===== src/rtl/booth_pkg.sv =====
// Shared definitions for the sequential Booth HI/LO multiplier.
// Optional multiply-accumulate build: define BOOTH_MADD_EN.
package booth_pkg;
  localparam int WIDTH_DEF = 8;

  typedef enum logic [1:0] {
    IDLE  = 2'd0,
    RUN   = 2'd1,
    WRITE = 2'd2
  } state_t;

  // {Q[0], q_1} recoding pairs
  localparam logic [1:0] PAIR_ADD = 2'b01;
  localparam logic [1:0] PAIR_SUB = 2'b10;
endpackage


===== src/rtl/booth_seq_hilo_if.sv =====
// Request/result bus of the Booth HI/LO multiplier.
// madd exists only when BOOTH_MADD_EN is defined.
interface booth_seq_hilo_if
  import booth_pkg::*;
#(
  parameter int WIDTH = WIDTH_DEF
);
  logic             start;
  logic [WIDTH-1:0] in_m;
  logic [WIDTH-1:0] in_q;
  logic             mthi_we;
  logic             mtlo_we;
  logic [WIDTH-1:0] wdata;
`ifdef BOOTH_MADD_EN
  logic             madd;
`endif
  logic             busy;
  logic             done;
  logic [WIDTH-1:0] hi;
  logic [WIDTH-1:0] lo;

  modport master (
    output start, in_m, in_q, mthi_we, mtlo_we, wdata,
`ifdef BOOTH_MADD_EN
    output madd,
`endif
    input  busy, done, hi, lo
  );

  modport slave (
    input  start, in_m, in_q, mthi_we, mtlo_we, wdata,
`ifdef BOOTH_MADD_EN
    input  madd,
`endif
    output busy, done, hi, lo
  );
endinterface


===== src/rtl/booth_step.sv =====
// One radix-2 Booth iteration: add/subtract M by recoding pair, then
// arithmetic shift of {A,Q,q_1} right by one.
module booth_step
  import booth_pkg::*;
#(
  parameter int WIDTH = WIDTH_DEF
) (
  input  logic [WIDTH:0]   a,
  input  logic [WIDTH-1:0] q,
  input  logic             q_1,
  input  logic [WIDTH-1:0] m,
  output logic [WIDTH:0]   a_n,
  output logic [WIDTH-1:0] q_n,
  output logic             q1_n
);
  logic [WIDTH:0] m_ext;
  logic [WIDTH:0] sum;

  assign m_ext = {m[WIDTH-1], m};

  // Booth recoding: 01 adds M, 10 subtracts M, 00/11 pass A through
  always_comb begin
    sum = a;
    case ({q[0], q_1})
      PAIR_ADD: sum = a + m_ext;
      PAIR_SUB: sum = a - m_ext;
      default:  sum = a;
    endcase
  end

  assign a_n  = {sum[WIDTH], sum[WIDTH:1]};
  assign q_n  = {sum[0], q[WIDTH-1:1]};
  assign q1_n = q[0];
endmodule


===== src/rtl/booth_seq_hilo.sv =====
// Multi-cycle signed Booth multiplier writing HI/LO, one step per clock.
// Define BOOTH_MADD_EN to accumulate the product into {hi,lo} on request.
module booth_seq_hilo
  import booth_pkg::*;
#(
  parameter int WIDTH = WIDTH_DEF
) (
  input logic              clk,
  input logic              rst_n,
  booth_seq_hilo_if.slave  bus
);
  localparam int CW = $clog2(WIDTH + 1);

  state_t           state;
  logic [WIDTH:0]   a;      // one extra bit so -M of the most negative M fits
  logic [WIDTH-1:0] q;
  logic             q_1;
  logic [WIDTH-1:0] m;
  logic [CW-1:0]    count;
  logic [WIDTH-1:0] hi_r, lo_r;
  logic             busy_r, done_r;
`ifdef BOOTH_MADD_EN
  logic             madd_r;
`endif

  logic [WIDTH:0]     a_n;
  logic [WIDTH-1:0]   q_n;
  logic               q1_n;
  logic [2*WIDTH-1:0] prod;

  booth_step #(.WIDTH(WIDTH)) u_step (
    .a(a), .q(q), .q_1(q_1), .m(m),
    .a_n(a_n), .q_n(q_n), .q1_n(q1_n)
  );

  assign prod = {a[WIDTH-1:0], q};

  // Control FSM plus datapath and architectural HI/LO registers
  always_ff @(posedge clk) begin
    if (!rst_n) begin
      state  <= IDLE;
      a      <= '0;
      q      <= '0;
      q_1    <= 1'b0;
      m      <= '0;
      count  <= '0;
      hi_r   <= '0;
      lo_r   <= '0;
      busy_r <= 1'b0;
      done_r <= 1'b0;
`ifdef BOOTH_MADD_EN
      madd_r <= 1'b0;
`endif
    end else begin
      done_r <= 1'b0;
      case (state)
        IDLE: begin
          // MTHI/MTLO land first; a same-cycle multiply overwrites later
          if (bus.mthi_we) hi_r <= bus.wdata;
          if (bus.mtlo_we) lo_r <= bus.wdata;
          if (bus.start) begin
            m      <= bus.in_m;
            q      <= bus.in_q;
            a      <= '0;
            q_1    <= 1'b0;
            count  <= CW'(WIDTH);
            busy_r <= 1'b1;
`ifdef BOOTH_MADD_EN
            madd_r <= bus.madd;
`endif
            state  <= RUN;
          end
        end
        RUN: begin
          a     <= a_n;
          q     <= q_n;
          q_1   <= q1_n;
          count <= count - CW'(1);
          if (count == CW'(1)) state <= WRITE;
        end
        WRITE: begin
`ifdef BOOTH_MADD_EN
          if (madd_r) {hi_r, lo_r} <= {hi_r, lo_r} + prod;
          else        {hi_r, lo_r} <= prod;
`else
          {hi_r, lo_r} <= prod;
`endif
          done_r <= 1'b1;
          busy_r <= 1'b0;
          state  <= IDLE;
        end
        default: state <= IDLE;
      endcase
    end
  end

  assign bus.busy = busy_r;
  assign bus.done = done_r;
  assign bus.hi   = hi_r;
  assign bus.lo   = lo_r;
endmodule


===== src/flat_wrapper.sv =====
// flat-port wrapper written by rule: the top's interface ports become plain ports
module booth_seq_hilo_flat import booth_pkg::*;
#(
  parameter int WIDTH = WIDTH_DEF
)
  (clk, rst_n, bus_start, bus_in_m, bus_in_q, bus_mthi_we, bus_mtlo_we, bus_wdata, bus_busy, bus_done, bus_hi, bus_lo);
  booth_seq_hilo_if #(.WIDTH(WIDTH)) bus_i ();
  input logic clk;
  input logic rst_n;
  input wire logic [$bits(bus_i.start)-1:0] bus_start;
  input wire logic [$bits(bus_i.in_m)-1:0] bus_in_m;
  input wire logic [$bits(bus_i.in_q)-1:0] bus_in_q;
  input wire logic [$bits(bus_i.mthi_we)-1:0] bus_mthi_we;
  input wire logic [$bits(bus_i.mtlo_we)-1:0] bus_mtlo_we;
  input wire logic [$bits(bus_i.wdata)-1:0] bus_wdata;
  output wire logic [$bits(bus_i.busy)-1:0] bus_busy;
  output wire logic [$bits(bus_i.done)-1:0] bus_done;
  output wire logic [$bits(bus_i.hi)-1:0] bus_hi;
  output wire logic [$bits(bus_i.lo)-1:0] bus_lo;
  assign bus_i.start = bus_start;
  assign bus_i.in_m = bus_in_m;
  assign bus_i.in_q = bus_in_q;
  assign bus_i.mthi_we = bus_mthi_we;
  assign bus_i.mtlo_we = bus_mtlo_we;
  assign bus_i.wdata = bus_wdata;
  assign bus_busy = bus_i.busy;
  assign bus_done = bus_i.done;
  assign bus_hi = bus_i.hi;
  assign bus_lo = bus_i.lo;
  booth_seq_hilo #(.WIDTH(WIDTH)) u_core (.clk(clk), .rst_n(rst_n), .bus(bus_i));
endmodule

===== config.mk =====
export PLATFORM = sky130hd
export DESIGN_NAME = booth_seq_hilo_flat
export DESIGN_NICKNAME = d
export VERILOG_FILES = /design/src/rtl/booth_pkg.sv /design/src/rtl/booth_seq_hilo_if.sv /design/src/rtl/booth_step.sv /design/src/rtl/booth_seq_hilo.sv /design/src/flat_wrapper.sv
export SDC_FILE = /design/constraint.sdc
export NUM_CORES = 1
export LEC_CHECK = 0
export CAP_MARGIN = 20
export CORE_MARGIN = 1
export CORE_UTILIZATION = 35
export CTS_CLUSTER_SIZE = 24
export DETAILED_ROUTE_END_ITERATION = 8
export GPL_ROUTABILITY_DRIVEN = 0
export REMOVE_ABC_BUFFERS = 1
export SLEW_MARGIN = 20
export SYNTH_ARGS = -nofsm -noshare
export SYNTH_HDL_FRONTEND = slang
export SYNTH_SLANG_ARGS = --single-unit

===== constraint.sdc =====
create_clock -name clk -period 6.57 [get_ports clk]
set_input_delay 0.9855 -clock clk [delete_from_list [all_inputs] [get_ports clk]]
set_output_delay 0.9855 -clock clk [all_outputs]
set_load 0.01 [all_outputs]

Word-level counts from Yosys, hierarchy flattened

Index checks and enable logic that the tools add are counted.

Output and inout bits: 18
Flip-flop bits (word level): 50
Input port bits: 29

Muxes and demuxes: 19
Equal/unequal tests: 9
Reductions and logical operators: 9
Add/subtract/negate cells: 3

Operators with widths:

| operator              | number |
|---|---|
| $pmux W8 S2           | 3 |
| $pmux W9 S2           | 2 |
| $mux W8               | 3 |
| $reduce_and A2 Y1     | 6 |
| $add A9 B9 Y9         | 1 |
| $mux W9               | 1 |
| $sub A9 B9 Y9         | 1 |
| $pmux W4 S2           | 1 |
| $ne A2 B2 Y1 const B  | 3 |
| $eq A2 B1 Y1 const B  | 2 |
| $eq A2 B2 Y1 const B  | 2 |
| $eq A4 B1 Y1 const B  | 1 |
| $mux W2               | 2 |
| $mux W4               | 1 |
| $pmux W1 S2           | 2 |
| $pmux W2 S2           | 1 |
| $reduce_bool A2 Y1    | 2 |
| $sub A4 B1 Y4 const B | 1 |
| $mux W1               | 3 |
| $logic_not A2 Y1      | 1 |
| $ne A2 B1 Y1 const B  | 1 |

Depth between registers and ports, before layout

Gate-level depths: netlist of run 1.

Depth in word-level cells: 3
Depth in mapped cells: 12
Depth with buffers taken out: 11

Cells and area by module

A second synthesis of run 1 with hierarchy kept.

Cells, all modules: 312
Area total of the unflattened synthesis: 2864.0 um2

Modules (own cells, without submodules):

| module         | cells each | seq. area each (um2) | area each (um2) | times used |
|---|---|---|---|---|
| booth_seq_hilo | 208        | 1001.0               | 2122.0          | 1 |
| booth_step     | 104        | 0.0                  | 742.0           | 1 |

Worst setup path after synthesis of run 1

Ideal clock, no wire load.

Path kind: reg-to-reg
From: register u_core.q[0]
To: register u_core.a[7]
Arrival time: 2234 ps
Period minus slack after synthesis: 2356 ps
Setup slack: 4214 ps
Cell stages (with the launch flop): 11
Path buffers: 1
Setup time: 123 ps
Cell sequence: dfxtp_1 -> ha_1 -> buf_2 -> mux2_2 -> fa_1 -> nor2b_4 -> o2111ai_1 -> a21o_1 -> and3_1 -> o21ai_1 -> o31ai_1

Cells in the longest elaborated chain, start to end: 3
Elaborated cells between the ends (all ways): 4
Classes of those cells: eq/ne: 2; mux: 2

Ends and longest elaborated chain:

| element                                      | line                 | text |
|---|---|---|
| from (decl)                                  | booth_seq_hilo.sv:16 | `logic [WIDTH-1:0] q;` |
| from (signal assigned)                       | booth_seq_hilo.sv:63 | `q <= bus.in_q;` |
| from (signal assigned)                       | booth_seq_hilo.sv:76 | `q <= q_n;` |
| $eq A2 B2 Y1 or $eq A2 B1 Y1 (tied branches) | booth_step.sv:24     | `case ({q[0], q_1})` |
| $pmux W9 S2 (*)                              | booth_step.sv:24     |  |
| $pmux W9 S2 (*)                              | booth_seq_hilo.sv:56 | `case (state)` |
| to (signal assigned)                         | booth_seq_hilo.sv:75 | `a <= a_n;` |
| to (decl)                                    | booth_seq_hilo.sv:15 | `logic [WIDTH:0] a;` |

Mark *: on every way between the ends. The rest lies on a longest branch, timed or not.
A chain may end at the register's enable or synchronous reset.

Final worst setup path of run 1

Ends and elaborated chain as after synthesis.

==> results of run 1 <==
flip-flops by register name, summed over array words and instances, names as in the netlist:
register / count
u_core.m: 8
u_core.bus.done: 1
u_core.bus.lo: 8
u_core.a: 8
u_core.bus.busy: 1
u_core.state: 2
u_core.q: 8
u_core.q_1: 1
u_core.bus.hi: 8
u_core.count: 4
path summary, 6_finish.rpt:
check                  start         endpoint
max reg2reg      u_core.q[0]      u_core.a[7]
min          u_core.count[3]  u_core.count[3]
min reg2reg  u_core.count[3]  u_core.count[3]
max              u_core.q[0]      u_core.a[7]
power by group:
part           leakage (uW)  switching [uW]  total [uW]  internal [uW]
Sequential         0.000404            23.2         344            321
Combinational      0.000735             105         203           97.5
Clock             0.0000591             110         226            116
Total               0.00120             239         774            535
synthesized netlist by cell type (all sizes together), types with 2 or more instances:
master / instances
and2: 3
dfxtp: 49
o21a: 2
a31oi: 18
a21o: 2
nor3: 5
a21oi: 17
nor4: 3
clkbuf: 8
and3: 4
buf: 11
nand4b: 3
nor2b: 9
ha: 12
inv: 12
xor2: 4
nand2: 60
a222oi: 2
xnor2: 6
a21boi: 11
nand3: 5
a22o: 2
o211ai: 2
nand2b: 2
o21ai: 35
a22oi: 3
nor2: 23
o221ai: 4
critical path: cells and delay by family, from the launching register on:
kind                     cells  cell delay (ns)
AO/OA/AOI/OAI                4             0.54
adder cells (fa/ha/maj)      2             0.84
multiplexers                 1             0.41
flip-flops                   1             0.41
AND/OR/NAND/NOR              2             0.29
routing by layer:
metal	part of all wire (%)	GRT usage [%]	up-vias
li1	-	-	1227
met1	50	24.30	1075
met2	46	27.76	55
met3	3.9	2.612	4
met4	0.85	4.545	0
met5	0	0	-
cell type report:
type	count	area (um2)	area share, %
Clock inverter	3	47.55	1.463
Inverter	12	45.04	1.386
Tap cell	99	123.9	3.812
Clock buffer	5	68.82	2.118
Multi-Input combinational cell	248	1515	46.63
Sequential cell	49	980.9	30.19
Timing Repair Buffer	47	467.9	14.40
per-stage QoR:
stage / worst slack (ns) / instances / hold WS, ns / utilization (%) / power, uW
after floorplan: 4.205 / 309 / 0.4356 / - / 477.6
after global placement: 3.841 / 455 / 0.4533 / 43.19 / 549.7
after detailed placement: 3.817 / 455 / 0.4597 / 43.19 / 552.2
after CTS: 3.961 / 463 / 0.4830 / 44.80 / 780.6
after global routing: 3.785 / 463 / 0.5193 / 44.80 / 818.1
final: 3.985 / 463 / 0.4875 / 44.80 / 773.7
cells by family after synthesis:
group	after synthesis	synth area share [%]
DFF	49	37.24
muxes	1	0.4275
AOI/OAI and AO/OA	104	24.94
and+or+nand+nor	120	22.38
buffers and inverters	31	5.226
adders and majority gates	13	6.461
xor gates and xnor gates	10	3.325
==> metrics.md, run 1 <==
| Metric | Value |
|---|---|
| Aggregate routed wire length | `6371 um` |
| GRT Resource Usage Total | `17.34%` |
| Crit Path Class | `flop to flop` |
| Number of maximum-capacitance violations | `0` |
| Count of cells resized by post-cts repair | `0` |
| Synth unique cells | `51` |
| Buffers from clock root to sink, at most | `2` |
| Syn Inst Count | `328` |
| Result of the run | `finished clean` |
| Clock transition at path regs | `0.10 ns` |
| Commonest non-fill, non-tap cells in the layout | `60 x nand2_1, 49 x dfxtp_1, 46 x clkdlybuf4s50_1` |
| Reg2Reg Setup Slack | `3.98 ns` |
| Async S/R FF share, synth | `0%` |
| Critical path required time | `6.76 ns` |
| Cell Area, Synth | `2634 um2` |
| Post-cts hold buffer count | `0` |
| Largest fanout of any net on the critical path | `8` |
| Remaining Overflow, GRT | `0` |
| Longest individual stage delay on the worst path | `0.48 ns` |
| Ranking of synthesized cells by area | `dfxtp_1 37%, nand2_1 8.6%, o21ai_0 6.1%` |
| Slowest CP cell | `fa_1` |
| Layout cells sized above 1 | `6.319%` |
| Clk root buf | `clkbuf_8` |
| Post-placement cell area | `3133 um2` |
| Half-perimeter wire length after placement | `4511 um` |
| Average detailed-routed wire length per instance | `13.76 um` |
| # DRC | `0` |
| Area leader, netlist | `dfxtp_1` |
| FMAX | `386.8 MHz` |
| Initial standard-cell utilization of the core | `36.31%` |
| Wire length of the first global-routing pass | `10480 um` |
| Final clock skew | `0.005250 ns` |
| I/O pin count | `47` |
| Core region area | `7253 um2` |
| Routed Antenna Nets | `0` |
| Number of H-tree levels | `2` |
| Most common cell after layout, fill and taps aside | `nand2_1` |
| Primary FF master, synth | `dfxtp_1` |
| Vias after detailed routing | `2361` |
| Final hold violation count | `0` |
| Detailed Routing Iterations Pass 1 | `4` |
| Layout-stage area growth over the synthesis result | `23.37%` |
| Via count of the first global-routing pass | `2137` |
| Number of antenna violations at the first check in global routing | `0` |
| Per-cell via count in the routed design | `5.099` |
| Number of port buffers | `46` |
| Clock sinks | `49` |
| Slew Limit Fails | `0` |
| DRT iter0 DRCs | `121` |
| CTS tree | `done` |
| LEAKAGE | `0.001198 uW` |
| Critical Path Source Type | `flop` |
| Portion of the post-synthesis area used by sequential elements | `37.24%` |
| Vertical die dimension | `88.75 um` |
| # nets final | `405` |
| Number of clock buffers inserted by TritonCTS | `5` |
| List of cells traversed by the critical path | `ha_1 -> mux2_2 -> fa_1 -> nor2b_4 -> o2111ai_1 -> a21o_1 -> and3_1 -> o21ai_1 -> o31ai_1` |
| Die X | `88.75 um` |
| Fraction of synthesized cell area taken by the top area cell type | `37.24%` |
| Final std cell area, no fill | `3249 um2` |
| Final TNS setup | `0 ns` |
| Number of cell rows | `31` |
| FF+latch count, synth | `49` |
| Number of antenna cells inserted | `0` |
| Hold Path Depth | `1` |
| Final period utilization | `39.35%` |
| Slew at the pin closest to its max-slew limit | `0.6865 ns` |
| Worst rel slew slack | `54.19%` |
| Period minus WS final | `2.586 ns` |
| Depth of the worst register-to-register path | `9` |
| Avg Cell Area, Syn | `8.030 um2` |
| Full die area | `7876 um2` |
| Hold Crit Class | `flop to flop` |
| EDFF count, synth | `0` |
| Unrepaired setup endpoints after global routing | `false` |
| Latest clock arrival within the worst-skew pair | `0.30 ns` |
| Final setup violation count | `0` |
| Ratio of total power to cell area | `238.1 nW/um2` |
| Signal arrival time at the worst endpoint | `2.78 ns` |
| YS warnings | `0` |
| # fillers | `755` |
| Post-CTS Setup Bufs | `0` |
| Pin count of the biggest net entering global routing | `55` |
| Maximum vdd drop | `94.45 uV` |
| Worst setup EP type | `flop` |
(Power assumes the default switching activity.)
==> run 2, diff against run 1 <==
- clock period: 6.57 -> 2.6 ns (I/O delays scaled with it)
==> metrics.md, run 2 (synthesis gave the netlist of run 1 again) <==
| Metric | Value |
|---|---|
| Final clock skew | `0.01123 ns` |
| Pin count of the biggest net entering global routing | `18` |
| # nets final | `411` |
| Unrepaired setup endpoints after global routing | `false` |
| Routed Antenna Nets | `0` |
| Crit Reg-Reg Startpoint | `u_core.q_1` |
| Clock transition at path regs | `0.09 ns` |
| Crit Path Class | `flop to flop` |
| Number of clock buffers inserted by TritonCTS | `5` |
| Number of port buffers | `46` |
| Post-CTS Setup Bufs | `0` |
| Largest fanout of any net on the critical path | `7` |
| Total power consumption of the routed design | `1946 uW` |
| GRT Resource Usage Total | `17.77%` |
| Layout-stage area growth over the synthesis result | `25.13%` |
| Aggregate routed wire length | `6580 um` |
| Via count of the first global-routing pass | `2183` |
| Number of maximum-capacitance violations | `0` |
| Maximum vdd drop | `236.9 uV` |
| # DRC | `0` |
| DRT iter0 DRCs | `119` |
| Final hold violation count | `0` |
| Number of antenna cells inserted | `0` |
| Hold Path Depth | `2` |
| Die X | `88.75 um` |
| Reg2Reg Setup Slack | `0.19 ns` |
| Buffers from clock root to sink, at most | `2` |
| Ratio of total power to cell area | `590.4 nW/um2` |
| Signal arrival time at the worst endpoint | `2.60 ns` |
| Final worst setup slack | `0.1915 ns` |
| Half-perimeter wire length after placement | `4891 um` |
| Initial standard-cell utilization of the core | `36.31%` |
| Layout cells sized above 1 | `8.672%` |
| Final period utilization | `92.63%` |
| Clk root buf | `clkbuf_8` |
| Wire length of the first global-routing pass | `10660 um` |
| Final TNS setup | `0 ns` |
| Core region area | `7253 um2` |
| Number of H-tree levels | `2` |
| Number of cell rows | `31` |
| FMAX | `415.2 MHz` |
| Commonest non-fill, non-tap cells in the layout | `60 x nand2_1, 46 x clkdlybuf4s50_1, 46 x dfxtp_1` |
| Pre-CTS setup slack | `0.1366 ns` |
| Per-cell via count in the routed design | `5.220` |
| Clock sinks | `49` |
| Number of antenna violations at the first check in global routing | `0` |
| Latest clock arrival within the worst-skew pair | `0.31 ns` |
| Worst setup EP type | `flop` |
| Detailed Routing Iterations Pass 1 | `5` |
| Post-placement cell area | `3178 um2` |
| Slew Limit Fails | `0` |
| Hold EP | `u_core.bus.busy` |
| Critical Path Source Type | `flop` |
| Most common cell after layout, fill and taps aside | `nand2_1` |
| LEAKAGE | `0.001224 uW` |
| Final core utilization | `45.44%` |
| Worst rel slew slack | `53.76%` |
| Full die area | `7876 um2` |
| Average detailed-routed wire length per instance | `14.06 um` |
| Slew at the pin closest to its max-slew limit | `0.6928 ns` |
| Final std cell area, no fill | `3296 um2` |
| Vias after detailed routing | `2443` |
| Depth of the worst register-to-register path | `12` |
| Reg-to-reg endpoint | `u_core.a[5]` |
| Remaining Overflow, GRT | `0` |
| HP Start | `u_core.bus.busy` |
| Final setup violation count | `0` |
| Hold Crit Class | `flop to flop` |
| Count of cells resized by post-cts repair | `0` |
| I/O pin count | `47` |
| Period minus WS final | `2.408 ns` |
| Vertical die dimension | `88.75 um` |
| CTS tree | `done` |
| Critical path required time | `2.80 ns` |
| Result of the run | `finished clean` |
| Post-cts hold buffer count | `0` |
run 2: cell type report:
type                    count  area (um2)
repair buffers             53       513.0
clock buffers               5       68.82
flip-flops and latches     49       984.7
inverters                  12       45.04
fillers                   746        3958
clock inverters             2       38.79
well taps                  99       123.9
multi-input cells         248        1521
run 2: per-stage QoR:
stage | hold slack (ns) | cells
2_1_floorplan | 0.4356 | 309
3_3_place_gp | 0.4554 | 461
3_5_place_dp | 0.4594 | 461
4_1_cts | 0.4774 | 468
5_1_grt | 0.5148 | 468
6_report | 0.4770 | 468
run 2: critical path: stages (launching register included):
cell and delay, ns:
dfxtp_1 0.34, inv_1 0.04, ha_1 0.19, buf_4 0.16
a21oi_1 0.14, xnor2_1 0.14, ha_1 0.31, a21o_1 0.21
a21oi_2 0.15, nand2_1 0.09, xor2_1 0.15, a222oi_1 0.30
nor2b_1 0.08
run 2: how the worst max path moves through the flow:
stage,start,endpoint,slack [ns],depth (start not counted)
floorplan,u_core.q[0],u_core.a[7],0.23,9
global placement,u_core.m[0],u_core.a[7],0.19,10
detailed placement,u_core.m[0],u_core.a[7],0.14,10
CTS,u_core.m[0],u_core.a[5],0.10,10
global route,u_core.q[0],u_core.a[5],0.02,11
finish,u_core.q_1,u_core.a[5],0.19,12
run 2: report_power, final:
part | internal [uW] | switching [uW]
clock network | 285 | 264
logic | 256 | 269
registers | 812 | 58.6
total | 1350 | 592
run 2: per-layer routing:
metal	up-vias	GRT usage, %	wire length [um]
met1	1136	23.85	3262
met4	0	4.839	78
met2	60	29.51	2982
li1	1241	-	-
met5	-	0	0
met3	6	2.892	256
